[config.mk]
export PLATFORM = sky130hd
export DESIGN_NAME = regfile_sb
export DESIGN_NICKNAME = d
export VERILOG_FILES = /design/src/rtl/regfile_pkg.sv /design/src/rtl/regfile_rport.sv /design/src/rtl/regfile_sb.sv
export SDC_FILE = /design/constraint.sdc
export NUM_CORES = 2
export LEC_CHECK = 0
export ABC_CLOCK_PERIOD_IN_PS = 44800
export CORE_ASPECT_RATIO = 1.25
export CORE_UTILIZATION = 41
export DETAILED_ROUTE_END_ITERATION = 8
export PLACE_DENSITY = 0.67
export SETUP_SLACK_MARGIN = 0.4
export SYNTH_ARGS = -nofsm -noshare
export SYNTH_HDL_FRONTEND = slang
export SYNTH_SLANG_ARGS = --single-unit
[constraint.sdc]
create_clock -name i_clk -period 44.8 [get_ports i_clk]
set_input_delay 4.48 -clock i_clk [delete_from_list [all_inputs] [get_ports i_clk]]
set_output_delay 4.48 -clock i_clk [all_outputs]
set_load 0.005 [all_outputs]
[src/rtl/regfile_pkg.sv]
// Shared types and defaults for the scoreboarded register file.
package regfile_pkg;

    localparam int DATA_W_DEF = 32;
    localparam int ADDR_W_DEF = 5;

    // Register 0 is the hard-wired zero register when ZERO_REG is set.
    localparam int unsigned ZERO_ADDR = 0;

    typedef logic [ADDR_W_DEF-1:0] rf_addr_t;

    // One read port's result at default width.
    typedef struct packed {
        logic [DATA_W_DEF-1:0] data;
        logic                  busy;
    } rf_rport_t;

endpackage

[src/rtl/regfile_rport.sv]
// One combinational read port: zero-register check, write bypass, storage mux.
module regfile_rport
    import regfile_pkg::*;
#(
    parameter int DATA_W   = DATA_W_DEF,
    parameter int ADDR_W   = ADDR_W_DEF,
    parameter int BYPASS   = 1,
    parameter int ZERO_REG = 1,
    localparam int NREGS   = 2**ADDR_W
) (
    input  logic [ADDR_W-1:0]             rs_addr,
    input  logic                          byp_en,
    input  logic [ADDR_W-1:0]             byp_addr,
    input  logic [DATA_W-1:0]             byp_data,
    input  logic [NREGS-1:0][DATA_W-1:0]  regs,
    input  logic [NREGS-1:0]              busy_vec,
    output logic [DATA_W-1:0]             rs_data,
    output logic                          rs_busy
);

    logic is_zero;
    logic is_byp;

    assign is_zero = (ZERO_REG != 0) && (rs_addr == ADDR_W'(ZERO_ADDR));
    assign is_byp  = (BYPASS != 0) && byp_en && (byp_addr == rs_addr);

    // Priority: zero register, then same-cycle write, then stored state.
    always_comb begin
        rs_data = regs[rs_addr];
        rs_busy = busy_vec[rs_addr];
        if (is_byp) begin
            rs_data = byp_data;
            rs_busy = 1'b0;
        end
        if (is_zero) begin
            rs_data = '0;
            rs_busy = 1'b0;
        end
    end

endmodule

[src/rtl/regfile_sb.sv]
// Register file with one write port, NUM_RPORTS read ports, optional
// write-to-read bypass and a per-register busy scoreboard.
module regfile_sb
    import regfile_pkg::*;
#(
    parameter int DATA_W     = DATA_W_DEF,
    parameter int ADDR_W     = ADDR_W_DEF,
    parameter int NUM_RPORTS = 2,
    parameter int BYPASS     = 1,
    parameter int ZERO_REG   = 1,
    localparam int NREGS     = 2**ADDR_W
) (
    input  logic                         i_clk,
    input  logic                         i_rst,
    input  logic                         i_rd_wren,
    input  logic [ADDR_W-1:0]            i_rd_addr,
    input  logic [DATA_W-1:0]            i_rd_data,
    input  logic [NUM_RPORTS*ADDR_W-1:0] i_rs_addr,
    output logic [NUM_RPORTS*DATA_W-1:0] o_rs_data,
    output logic [NUM_RPORTS-1:0]        o_rs_busy,
    input  logic                         i_alloc_en,
    input  logic [ADDR_W-1:0]            i_alloc_addr,
    output logic [NREGS-1:0]             o_busy_vec
);

    logic [NREGS-1:0][DATA_W-1:0] regs;
    logic [NREGS-1:0]             busy;
    logic                         wr_ok;
    logic                         alloc_ok;
    logic                         byp_en;

    assign wr_ok    = i_rd_wren  && !((ZERO_REG != 0) && (i_rd_addr    == ADDR_W'(ZERO_ADDR)));
    assign alloc_ok = i_alloc_en && !((ZERO_REG != 0) && (i_alloc_addr == ADDR_W'(ZERO_ADDR)));

    // While reset is held every read must show 0 / not busy, so the bypass
    // path is suppressed along with the stored state.
    assign byp_en = i_rd_wren && !i_rst;

    // Storage and scoreboard update; allocate is applied last so it wins
    // over the busy-clear of a write to the same register.
    always_ff @(posedge i_clk or posedge i_rst) begin
        if (i_rst) begin
            regs <= '0;
            busy <= '0;
        end else begin
            if (wr_ok) begin
                regs[i_rd_addr] <= i_rd_data;
                busy[i_rd_addr] <= 1'b0;
            end
            if (alloc_ok) begin
                busy[i_alloc_addr] <= 1'b1;
            end
        end
    end

    assign o_busy_vec = busy;

    genvar k;
    generate
        for (k = 0; k < NUM_RPORTS; k++) begin : g_rport
            regfile_rport #(
                .DATA_W   (DATA_W),
                .ADDR_W   (ADDR_W),
                .BYPASS   (BYPASS),
                .ZERO_REG (ZERO_REG)
            ) u_rport (
                .rs_addr  (i_rs_addr[k*ADDR_W +: ADDR_W]),
                .byp_en   (byp_en),
                .byp_addr (i_rd_addr),
                .byp_data (i_rd_data),
                .regs     (regs),
                .busy_vec (busy),
                .rs_data  (o_rs_data[k*DATA_W +: DATA_W]),
                .rs_busy  (o_rs_busy[k])
            );
        end
    endgenerate

endmodule

; Word level (Yosys, flattened, before mapping)
; Cells that the tools add are included.
[totals]
word_cells = 83
register_bits = 1056
out_inout_bits = 98
[op_classes]
bitwise_logic = 3
eq_ne = 2
n_mux = 25
reduce_logical = 14
magnitude_cmp = 6
[op_table]
columns = op, n
row1 = $bwmux 1024, 1
row2 = $bmux 32 s5, 2
row3 = $mux 32, 9
row4 = $demux 32 s5, 1
row5 = $and 32x32->32, 1
row6 = $not 32->32, 1
row7 = $or 32x32->32, 1
row8 = $lt 5x6->1 const B, 4
row9 = $logic_not 5->1, 4
row10 = $bmux 1 s5, 2
row11 = $demux 1 s5, 2
row12 = $eq 5x5->1, 2
row13 = $ge 5x1->1 const B, 2
row14 = $mux 1, 8
row15 = $logic_and 1x1->1, 7
row16 = $logic_not 1->1, 3

; Longest topological paths before layout
[logic_depth]
ltp_word = 9
ltp_mapped = 9
ltp_nobuf = 5

; Modules after synthesis
; A second synthesis with hierarchy kept.
[unflattened]
cells_unflattened = 3998
hier_area_um2 = 57264.9
[by_module_without_submodules]
columns = mod, area_each_um2, cells_each, seq_area_each_um2, instances
row1 = regfile_sb, 39275.2, 2398, 26425.3, 1
row2 = regfile_rport, 8994.9, 800, 0.0, 2

; Worst setup path before layout
; OpenSTA, ideal clock, no wires.
[synth_timing]
kind = input-to-output
startpoint = input i_rs_addr[5]
endpoint = output o_rs_data[34]
path_buffers = 2
arrival_time_ps = 6316
path_stages = 6
slack_ps = 34004
t_required_ps = 40320
path_cell_list = buf_4 buf_1 mux4_2 a211oi_1 a21oi_1 a221o_1
[synth_via]
elab_chain_cells = 4
elab_cells_between_ends = 7
cone_classes = eq/ne (1) / mux (4) / reduce/logical (2)
[synth_rtl]
columns = element, line_no
row1 = "start, declared", regfile_sb.sv:18  ; input logic [NUM_RPORTS*ADDR_W-1:0] i_rs_addr,
row2 = $bmux 32 s5 or $eq 5x5->1 (tied branches), "regfile_rport.sv:29, regfile_rport.sv:25"
row3 = $mux 32 (implied by the code) or $logic_and 1x1->1 (tied branches), "regfile_rport.sv:29, regfile_rport.sv:25"
row4 = $mux 32, regfile_rport.sv:31  ; if (is_byp) begin
row5 = $mux 32 *, regfile_rport.sv:35  ; if (is_zero) begin
row6 = "end, declared", regfile_sb.sv:19  ; output logic [NUM_RPORTS*DATA_W-1:0] o_rs_data,
; Mark *: on every way between the ends. The rest lies on a longest branch, timed or not. The select of a mux whose other input is x is not followed.

; Worst setup path after layout
[layout_timing]
startpoint = input i_rs_addr[5]
endpoint = output o_rs_data[62]
; The elaborated chain is that of the path after synthesis.

==> impl_metrics.env <==
export IMPL_status="finished clean"
export IMPL_critPathKind="in2out"
export IMPL_end_kind="output port"
export IMPL_synth_top_cell_area_share=0.4619
export IMPL_worst_pin_slew_ps=1202
export IMPL_synthCells=4052
export IMPL_syn_nets=4108
export IMPL_cts_tree="built"
export IMPL_r2r_cells=2
export IMPL_yosys_warnings=0
export IMPL_cts_buffers=115
export IMPL_fin_crit_sh=0.2938
export IMPL_synth_main_ff_cell="dfrtp_1"
export IMPL_fin_worst_skew_ps=0
export IMPL_drt_iter0_markers=4444
export IMPL_synth_cell_types=59
export IMPL_fin_nets=4033
export IMPL_crit_arrival_ps=8680
export IMPL_cts_resized=0
export IMPL_fmax_mhz=75.98
export IMPL_hold_buffers=0
export IMPL_grt_total_usage=0.2736
export IMPL_yosys_top_cells_area="dfrtp_1 46%, mux2_2 20%, mux4_2 15%"
export IMPL_die_area_sq_um=141000
export IMPL_rsz0062_at_grt="no"
export IMPL_grt_pass1_vias=39290
export IMPL_clk_latency_ps=720
export IMPL_layout_common_cells="1056 x dfrtp_1, 999 x mux2_2, 373 x mux4_2"
export IMPL_yosysTopAreaCell="dfrtp_1"
export IMPL_fill_cells=12100
export IMPL_drive_above_1_share=0.4242
export IMPL_irDropWorstVdd_uv=36.27
export IMPL_synth_seq_cells=1056
export IMPL_drtAntennaViolNets=0
export IMPL_maxSlewViolCount=0
export IMPL_root_buffer="clkbuf_16"
export IMPL_synthArstFlopShare=1.000
export IMPL_required_ps=40320
export IMPL_antenna_found_initial=12
export IMPL_clkSlewWorstSetupHoldPaths_ps=60
export IMPL_seq_area_frac_synth=0.4619
export IMPL_post_cts_buffers=0
export IMPL_hold_end="regs[2]"
export IMPL_power_density_nw_per_um2=44.32
export IMPL_wl_microns=192100
export IMPL_r2r_end="o_busy_vec[30]"
export IMPL_finalSetupTns_ps=0
export IMPL_port_buffers=153
export IMPL_core_region_area_sq_um=137900
export IMPL_reg2reg_slack_ps=43830
export IMPL_grt_overflow=0
export IMPL_slew_limit_headroom=0.1959
export IMPL_reg2reg_from="o_busy_vec[30]"
export IMPL_setup_viol_count_final=0
export IMPL_drt_pass1_iter_count=5
export IMPL_hp_start="regs[2]"
export IMPL_crit_path_max_fanout=112
export IMPL_die_h_microns=419.6
export IMPL_hpwl_microns=110300
export IMPL_start_util=0.4149
export IMPL_hold_path_class="reg2reg"
export IMPL_grt_max_degree=124
export IMPL_area_growth_pct=11.39
export IMPL_drc=0
export IMPL_finalCriticalPeriod_ps=13160
export IMPL_cts_sinks=1056
export IMPL_row_count=152
export IMPL_htree_levels=3
export IMPL_synth_area_per_cell_sq_um=14.12
export IMPL_top_level_ports=154
export IMPL_globalplace_congestion=0.8738
export IMPL_wl_per_cell_microns=32.48
export IMPL_p_leak_nw=27.48
export IMPL_hold_viol_final=0
export IMPL_clock_path_buffers=3
export IMPL_max_cap_viol_count=0
export IMPL_synth_area_sq_um=57210
export IMPL_final_setup_worst_slack_ps=31640
export IMPL_hold_depth=0
export IMPL_fp_dieW_microns=336.1
export IMPL_grt_pass1_wl_microns=279900
export IMPL_via_per_inst=6.547
export IMPL_place_ws_ps=31590
export IMPL_synth_edf_count=0
export IMPL_crit_path_start_kind="input port"
export IMPL_vias=38730
export IMPL_layout_commonest_cell="dfrtp_1"
metrics by stage:
step           utilization  instance area, sq um  hold WS, ps  total power (W)  std cells
5_1_grt             0.4622                 63720        410.8         0.002934       5914
4_1_cts             0.4622                 63720        395.7         0.002829       5914
2_1_floorplan            -                 57210        438.5         0.001685       4052
6_report            0.4622                 63730        394.0         0.002824       5915
3_3_place_gp        0.4350                 59970        376.9         0.001854       5708
3_5_place_dp        0.4350                 59970        383.3         0.001876       5708
worst max-delay path, cell delays in order:
cell             delay (ps)
buf_8                   500
buf_12                  690
buf_4                   840
mux4_2                  590
mux2_2                  270
a22oi_1                 210
o32ai_1                 110
a21o_1                  290
clkdlybuf4s50_1         490
synth_stat cells, types with 10 or more instances:
cell and instances:
nor2_1 34, mux4_2 373, mux2_2 999, clkbuf_1 258, a211o_1 24, a221oi_1 116
a221o_1 21, a22oi_1 45, buf_6 23, buf_1 38, nand2_1 73, mux2i_1 343
buf_4 35, a22o_1 23, buf_2 102, nand3_1 29, xnor2_1 10, a211oi_1 67
nor3_1 35, nor2b_1 28, o22ai_1 43, a21oi_1 58, o21ai_0 91, nand2b_1 19
nand4_1 10, dfrtp_1 1056
layer usage:
metal	global-route usage	wire length, microns
met5	0	93
met1	0.3685	76290
met2	0.4261	88410
met3	0.06502	18720
met4	0.1066	8627
cell type report:
cell class / instances / area (sq um) / share of cell area
Antenna cell: 1 / 2.502 / 0.00003927
Inverter: 6 / 31.28 / 0.0004909
Sequential cell: 1056 / 26430 / 0.4147
Tap cell: 1848 / 2312 / 0.03628
Clock inverter: 39 / 414.1 / 0.006499
Timing Repair Buffer: 267 / 2432 / 0.03817
Multi-Input combinational cell: 2531 / 28770 / 0.4515
Clock buffer: 167 / 3336 / 0.05234
state kept, by name (all words and copies together), names as in the netlist:
name        cells
o_busy_vec     32
regs         1024
power breakdown:
group          switching (W)  total [W]  internal (W)
sequential          0.000144    0.00128       0.00114
clock               0.000404   0.000957      0.000553
combinational       0.000245   0.000588      0.000343
total               0.000793    0.00282       0.00203
cell families after synthesis:
| logic type | after synthesis | synth area share |
|---|---|---|
| muxes | 1722 | 0.4064 |
| DFF | 1056 | 0.4619 |
| AOI/OAI and AO/OA | 535 | 0.06788 |
| buffers and inverters | 465 | 0.03864 |
| and+or+nand+nor | 264 | 0.02366 |
| xor gates and xnor gates | 10 | 0.001531 |
worst max-delay path by stage:
| stage | start | cells after the start | end |
|---|---|---|---|
| 2_1_floorplan | i_rst | 1 | o_busy_vec[0] |
| 3_3_place_gp | i_rs_addr[5] | 8 | o_rs_data[51] |
| 3_5_place_dp | i_rs_addr[5] | 9 | o_rs_data[62] |
| 4_1_cts | i_rs_addr[5] | 9 | o_rs_data[62] |
| 5_1_grt | i_rs_addr[5] | 9 | o_rs_data[51] |
| 6_report | i_rs_addr[5] | 9 | o_rs_data[62] |
Note: power is estimated with default switching activity, not from simulation.
